===== config.mk =====
export PLATFORM = sky130hd
export DESIGN_NAME = irq_req_scheduler
export DESIGN_NICKNAME = d
export VERILOG_FILES = /design/src/rtl/irq_sched_pkg.sv /design/src/rtl/irq_req_fifo.sv /design/src/rtl/irq_req_scheduler.sv
export SDC_FILE = /design/constraint.sdc
export NUM_CORES = 1
export LEC_CHECK = 0
export ABC_AREA = 1
export BUFFER_PORTS_ARGS = -buffer_cell sky130_fd_sc_hd__buf_2
export CAP_MARGIN = 25
export CELL_PAD_IN_SITES_DETAIL_PLACEMENT = 1
export CELL_PAD_IN_SITES_GLOBAL_PLACEMENT = 1
export CORE_UTILIZATION = 48
export DETAILED_ROUTE_END_ITERATION = 8
export PLACE_DENSITY = 0.86
export SLEW_MARGIN = 20
export SYNTH_ARGS = -nofsm -noshare
export SYNTH_HDL_FRONTEND = slang
export SYNTH_SLANG_ARGS = --single-unit

===== constraint.sdc =====
create_clock -name clk_i -period 6.58 [get_ports clk_i]
set_clock_uncertainty 0.1 [all_clocks]
set_input_delay 1.316 -clock clk_i [delete_from_list [all_inputs] [get_ports clk_i]]
set_output_delay 1.316 -clock clk_i [all_outputs]
set_load 0.005 [all_outputs]

===== src/rtl/irq_sched_pkg.sv =====
// Shared types, id constants and id-to-line decode for the interrupt request scheduler.
package irq_sched_pkg;

    typedef enum logic [1:0] {
        ST_IDLE   = 2'd0,
        ST_DELAY  = 2'd1,
        ST_ASSERT = 2'd2,
        ST_GAP    = 2'd3
    } sched_state_e;

    typedef struct packed {
        logic [4:0] id;
        logic [7:0] delay;
    } irq_req_t;

    localparam logic [4:0] ID_SOFTWARE  = 5'd3;
    localparam logic [4:0] ID_TIMER     = 5'd7;
    localparam logic [4:0] ID_EXTERNAL  = 5'd11;
    localparam logic [4:0] ID_FAST_BASE = 5'd16;
    localparam logic [4:0] ID_NM        = 5'd31;

    localparam int NUM_FAST       = 15;
    localparam int NUM_LINES      = 19;
    localparam int LINE_SOFTWARE  = 0;
    localparam int LINE_TIMER     = 1;
    localparam int LINE_EXTERNAL  = 2;
    localparam int LINE_FAST_BASE = 3;
    localparam int LINE_NM        = 18;

    // One-hot line vector for a legal id, all zeros for an illegal one.
    function automatic logic [NUM_LINES-1:0] id_to_lines(input logic [4:0] id);
        logic [NUM_LINES-1:0] lines;
        logic [4:0]           shamt;
        lines = '0;
        shamt = id - ID_FAST_BASE + 5'(LINE_FAST_BASE);
        if (id == ID_SOFTWARE) begin
            lines[LINE_SOFTWARE] = 1'b1;
        end else if (id == ID_TIMER) begin
            lines[LINE_TIMER] = 1'b1;
        end else if (id == ID_EXTERNAL) begin
            lines[LINE_EXTERNAL] = 1'b1;
        end else if (id == ID_NM) begin
            lines[LINE_NM] = 1'b1;
        end else if (id >= ID_FAST_BASE) begin
            lines = {{(NUM_LINES-1){1'b0}}, 1'b1} << shamt;
        end
        return lines;
    endfunction

    function automatic logic id_is_legal(input logic [4:0] id);
        return |id_to_lines(id);
    endfunction

endpackage


===== src/rtl/irq_req_fifo.sv =====
// Small request FIFO: array storage, head visible on rdata while not empty.
module irq_req_fifo #(
    parameter int DEPTH = 4,
    parameter int WIDTH = 13
) (
    input  logic             clk,
    input  logic             rst_n,
    input  logic             push,
    input  logic [WIDTH-1:0] wdata,
    input  logic             pop,
    output logic [WIDTH-1:0] rdata,
    output logic             full,
    output logic             empty
);

    localparam int AW = $clog2(DEPTH);

    logic [WIDTH-1:0] mem_reg [DEPTH];
    logic [AW-1:0]    wr_ptr_reg;
    logic [AW-1:0]    rd_ptr_reg;
    logic [AW:0]      count_reg;
    logic             do_push;
    logic             do_pop;

    assign full    = (count_reg == (AW+1)'(DEPTH));
    assign empty   = (count_reg == '0);
    assign do_push = push && !full;
    assign do_pop  = pop && !empty;
    assign rdata   = mem_reg[rd_ptr_reg];

    always_ff @(posedge clk) begin
        if (do_push) begin
            mem_reg[wr_ptr_reg] <= wdata;
        end
    end

    always_ff @(posedge clk) begin
        if (!rst_n) begin
            wr_ptr_reg <= '0;
            rd_ptr_reg <= '0;
            count_reg  <= '0;
        end else begin
            if (do_push) begin
                wr_ptr_reg <= wr_ptr_reg + 1'b1;
            end
            if (do_pop) begin
                rd_ptr_reg <= rd_ptr_reg + 1'b1;
            end
            // a same-cycle push and pop leave the occupancy unchanged
            case ({do_push, do_pop})
                2'b10:   count_reg <= count_reg + 1'b1;
                2'b01:   count_reg <= count_reg - 1'b1;
                default: count_reg <= count_reg;
            endcase
        end
    end

endmodule


===== src/rtl/irq_req_scheduler.sv =====
// Queues interrupt requests and replays each one as a delayed, registered irq line
// held until the core acknowledges it or the ack timeout expires.
module irq_req_scheduler
    import irq_sched_pkg::*;
#(
    parameter int FIFO_DEPTH  = 4,
    parameter int ACK_TIMEOUT = 1000
) (
    input  logic        clk_i,
    input  logic        rst_ni,
    input  logic        req_valid_i,
    output logic        req_ready_o,
    input  logic [4:0]  req_id_i,
    input  logic [7:0]  req_delay_i,
    input  logic        irq_ack_i,
    input  logic [4:0]  irq_ack_id_i,
    output logic        irq_software_o,
    output logic        irq_timer_o,
    output logic        irq_external_o,
    output logic        irq_nm_o,
    output logic [14:0] irq_fast_o,
    output logic        busy_o,
    output logic        timeout_o,
    output logic        bad_id_o
);

    localparam int TMO_W = $clog2(ACK_TIMEOUT + 1);
    localparam logic [TMO_W-1:0] TMO_LAST = TMO_W'(ACK_TIMEOUT - 1);

    sched_state_e         state_reg;
    logic [7:0]           delay_cnt_reg;
    logic [TMO_W-1:0]     tmo_cnt_reg;
    logic [4:0]           id_reg;
    logic [NUM_LINES-1:0] lines_reg;
    logic                 timeout_reg;
    logic                 bad_id_reg;

    irq_req_t fifo_wdata;
    irq_req_t fifo_head;
    logic     fifo_full;
    logic     fifo_empty;
    logic     fifo_pop;
    logic     ack_match;

    assign fifo_wdata = '{id: req_id_i, delay: req_delay_i};
    assign fifo_pop   = (state_reg == ST_IDLE) && !fifo_empty;
    assign ack_match  = irq_ack_i && (irq_ack_id_i == id_reg);

    irq_req_fifo #(
        .DEPTH (FIFO_DEPTH),
        .WIDTH ($bits(irq_req_t))
    ) u_fifo (
        .clk   (clk_i),
        .rst_n (rst_ni),
        .push  (req_valid_i),
        .wdata (fifo_wdata),
        .pop   (fifo_pop),
        .rdata (fifo_head),
        .full  (fifo_full),
        .empty (fifo_empty)
    );

    always_ff @(posedge clk_i) begin
        if (!rst_ni) begin
            state_reg     <= ST_IDLE;
            delay_cnt_reg <= '0;
            tmo_cnt_reg   <= '0;
            id_reg        <= '0;
            lines_reg     <= '0;
            timeout_reg   <= 1'b0;
            bad_id_reg    <= 1'b0;
        end else begin
            timeout_reg <= 1'b0;
            bad_id_reg  <= 1'b0;
            case (state_reg)
                ST_IDLE: begin
                    if (!fifo_empty) begin
                        if (id_is_legal(fifo_head.id)) begin
                            id_reg      <= fifo_head.id;
                            tmo_cnt_reg <= '0;
                            if (fifo_head.delay == 8'd0) begin
                                state_reg <= ST_ASSERT;
                                lines_reg <= id_to_lines(fifo_head.id);
                            end else begin
                                state_reg     <= ST_DELAY;
                                delay_cnt_reg <= fifo_head.delay;
                            end
                        end else begin
                            bad_id_reg <= 1'b1;
                        end
                    end
                end
                ST_DELAY: begin
                    if (delay_cnt_reg == 8'd1) begin
                        state_reg   <= ST_ASSERT;
                        lines_reg   <= id_to_lines(id_reg);
                        tmo_cnt_reg <= '0;
                    end else begin
                        delay_cnt_reg <= delay_cnt_reg - 8'd1;
                    end
                end
                ST_ASSERT: begin
                    // a matching ack wins over a timeout expiring in the same cycle
                    if (ack_match) begin
                        lines_reg <= '0;
                        state_reg <= ST_GAP;
                    end else if (tmo_cnt_reg == TMO_LAST) begin
                        lines_reg   <= '0;
                        timeout_reg <= 1'b1;
                        state_reg   <= ST_GAP;
                    end else begin
                        tmo_cnt_reg <= tmo_cnt_reg + 1'b1;
                    end
                end
                ST_GAP: begin
                    state_reg <= ST_IDLE;
                end
                default: begin
                    state_reg <= ST_IDLE;
                end
            endcase
        end
    end

    assign req_ready_o    = !fifo_full;
    assign busy_o         = (state_reg != ST_IDLE) || !fifo_empty;
    assign timeout_o      = timeout_reg;
    assign bad_id_o       = bad_id_reg;
    assign irq_software_o = lines_reg[LINE_SOFTWARE];
    assign irq_timer_o    = lines_reg[LINE_TIMER];
    assign irq_external_o = lines_reg[LINE_EXTERNAL];
    assign irq_nm_o       = lines_reg[LINE_NM];

    for (genvar gi = 0; gi < NUM_FAST; gi++) begin : g_fast
        assign irq_fast_o[gi] = lines_reg[LINE_FAST_BASE + gi];
    end

endmodule

==> qor.csv <==
stage,metric,value,unit
outcome,outcome,"finished, final reports clean",
pwr,Peak VDD IR,0.347,mV
grt,GR Util All Layers,26.1,%
worst_setup_path,path depth of the worst reg2reg path,21,
finish,Multi-input gate area,0.00253,mm^2
synth,Synth Area in Compound Gates,10.6,%
timing,RSZ-0062 raised after global routing,false,
floorplanning,die span in x,111,um
timing,# setup viols final,0,
placement,RD Place Congestion,0.887,
worst_setup_path,CP Capture Type,flip-flop,
synth,post-synthesis mux area share,0,%
placement,port bufs,44,
synth,largest family of logic cells by synthesized area,simple AND/OR/NAND/NOR gates,
synth,Yosys reg bits,107,
finish,share of cells above drive strength 1,11.7,%
synth,xor and xnor area share after synthesis,1.39,%
worst_setup_path,WS Path Type,flip-flop to flip-flop,
drt,first drt pass iteration count,4,
finish,Final #Nets,799,
synth,Post-Synthesis Cells,727,
clock_tree,Resized Gates After CTS,0,
clock_tree,clk_lat worst skew,0.36,ns
min_path,hold path cells,2,
finish,ANT cells,0,
timing,Final Max Tran Viols,0,
synth,"Avg Cell Area, Syn",7.80,um^2
floorplanning,Rows,39,
worst_setup_path,CP Launch Type,flip-flop,
timing,Worst-Margin Slew,0.975,ns
clock_tree,CTS sink cnt,107,
clock_tree,Max H-tree Level,3,
timing,setup total negative slack,0,ns
clock_tree,Worst-path clk slew,0.07,ns
clock_tree,TritonCTS Buffers,9,
synth,Synth cell types,47,
finish,Fill cells,1451,
min_path,WHS Endpoint,tmo_cnt_reg[6]$_SDFFE_PN0P_,
min_path,min-delay src,tmo_cnt_reg[6]$_SDFFE_PN0P_,
worst_setup_path,CP Max Fanout,31,
floorplanning,io pins,45,
synth,area share of fa/ha/maj cells after synthesis,3.44,%
pwr,leakage power,2.75,nW
synth,"Async S/R FF share, synth",0,%
floorplanning,die height,111,um
finish,Layout Area Growth over Synthesis,10.9,%
timing,Final period util,63.9,%
drt,vias,5026,
timing,fmax,238,MHz
drt,Detailed Route WL,15300,um
worst_setup_path,CP arrival,4.40,ns
clock_tree,Post-CTS Setup Inserts,0,
drt,DR iter-0 viols,195,
synth,post-synthesis net count,764,
synth,"Seq/Total Area, Yosys",46.9,%
synth,Post-Synth Simple-Gate Area,29.1,%
timing,fin crit period,4.21,ns
floorplanning,Die Footprint,0.0123,mm^2
drt,Avg WL per Cell,16.9,um
grt,initial antenna violation count,0,
worst_setup_path,worst path required time,6.77,ns
min_path,type of the worst min-delay path,flip-flop to flip-flop,
clock_tree,Root Driver,clkbuf_16,
synth,number of flops mapped to enable cells by yosys,52,
timing,Hold Fails Final Rpt,0,
finish,Register Area,0.00266,mm^2
timing,slew margin rel.,34.9,%
pwr,pwr dens,487,mW/mm^2
worst_setup_path,reg2reg end,lines_reg[15]$_SDFFE_PN0P_,
grt,number of global-route vias before repair,5345,
synth,Synth Cell Area,0.00567,mm^2
job,max_cap viols,0,
placement,Final HPWL DP,11100,um
clock_tree,Max Root-Sink Buffers,2,
clock_tree,TritonCTS clock tree,done,
drt,vias per cell,5.52,
floorplanning,total core area,0.0115,mm^2
drt,post-detailed-route count of antenna-violating nets,0,
synth,Most used DFF post-synth,dfxtp_1,
clock_tree,# hold bufs at CTS,0,
synth,YS warnings,0,
grt,largest net degree at the start of global routing,41,
grt,gr ovfl total,0,
timing,Hold Slack,0.381,ns
finish,max reg flops,52,
worst_setup_path,Reg2Reg Setup Slack,2.37,ns
grt,first-pass GRT wire length,25700,um
floorplanning,initial core utilization,49.5,%
drt,DRC,0,
==> layout by cell type (no fill, tap or decap), types with 5 or more instances in the layout <==
| cell | synthesis | layout |
|---|---|---|
| a21oi_1 | 29 | 29 |
| clkbuf_16 | 0 | 9 |
| xor2_1 | 5 | 5 |
| nand3_1 | 42 | 42 |
| dfxtp_1 | 55 | 55 |
| edfxtp_1 | 52 | 52 |
| nand2_1 | 153 | 153 |
| inv_2 | 5 | 5 |
| nor2_1 | 126 | 126 |
| o22a_1 | 8 | 8 |
| inv_1 | 81 | 81 |
| nand4_1 | 18 | 18 |
| o21ai_0 | 44 | 44 |
| nand2_2 | 8 | 8 |
| ha_1 | 14 | 14 |
| o21ai_1 | 7 | 7 |
| nor3_1 | 10 | 10 |
| buf_2 | 7 | 44 |
==> per-stage QoR <==
| stage | cells | setup slack [ns] | total power (W) | util [%] | cell area, um^2 |
|---|---|---|---|---|---|
| finish | 910 | 2.37 | 0.00306 | 54.8 | 6290 |
| detailed placement | 893 | 2.06 | 0.00248 | 51.9 | 5950 |
| floorplan | 727 | 3.66 | 0.00209 | - | 5670 |
| global placement | 893 | 2.35 | 0.00237 | 51.9 | 5950 |
| CTS | 909 | 1.91 | 0.00306 | 54.6 | 6260 |
| global route | 910 | 1.92 | 0.00332 | 54.8 | 6290 |
==> cell type report <==
type / count / area share [%]
clock buffers: 10 / 3.80
repair buffers: 49 / 4.42
multi-input cells: 508 / 40.2
clock inverters: 6 / 1.13
inverters: 87 / 5.23
flip-flops and latches: 107 / 42.3
well taps: 143 / 2.85
==> worst max-delay path, cell delays in order, from the launching register on <==
cell     delay [ns]
dfxtp_1        0.96
inv_4          0.29
nand2_1        0.19
nand3_1        0.09
nand2_1        0.14
nand2_2        0.14
inv_1          0.11
ha_1           0.26
inv_1          0.18
nand3_1        0.14
nor2_1         0.12
nand2_1        0.09
nand3_1        0.07
nor2_1         0.04
nand3_1        0.08
nor2_1         0.07
nand3_2        0.22
nand4_2        0.31
buf_16         0.27
nand2_1        0.07
nand2_1        0.04
nor2_1         0.12
==> how the worst max path moves through the flow <==
stage / to
2_1_floorplan: tmo_cnt_reg[1]$_SDFFE_PN0P_
3_3_place_gp: lines_reg[14]$_SDFFE_PN0P_
3_5_place_dp: lines_reg[15]$_SDFFE_PN0P_
4_1_cts: lines_reg[2]$_SDFFE_PN0P_
5_1_grt: lines_reg[15]$_SDFFE_PN0P_
6_report: lines_reg[15]$_SDFFE_PN0P_
==> routing by layer <==
layer / vias up / track usage [%] / part of all wire [%]
li1: 2467 / - / -
met5: - / 0 / 0
met3: 37 / 5.74 / 3.1
met1: 2436 / 29.8 / 42
met2: 86 / 47.5 / 52
met4: 0 / 9.87 / 3.0
==> kinds of logic (layout without fill, tap and decap cells) <==
logic type,after synthesis,count (layout)
xor gates and xnor gates,9,9
DFF,107,107
buffers and inverters,112,152
adders and majority gates,15,15
and+or+nand+nor,379,379
AOI/OAI and AO/OA,105,105
==> power by group <==
part | switching (W) | internal [W] | total, W
Clock | 0.000251 | 0.000309 | 0.000560
Combinational | 0.00109 | 0.000465 | 0.00155
Sequential | 0.000107 | 0.000845 | 0.000951
Total | 0.00144 | 0.00162 | 0.00306
==> synthesized netlist by cell type, types with 7 or more instances <==
master	instances	area, um^2
o21ai_1	7	35.0
o21ai_0	44	220
nor3_1	10	50.1
a21oi_1	29	145
nand2_1	153	574
nand3_1	42	210
edfxtp_1	52	1560
clkbuf_1	9	33.8
o22a_1	8	70.1
nor2_1	126	473
nand2_2	8	50.1
nand4_1	18	113
buf_2	7	35.0
dfxtp_1	55	1100
ha_1	14	175
inv_1	81	304
No activity file was read; power rests on OpenSTA's default activity.
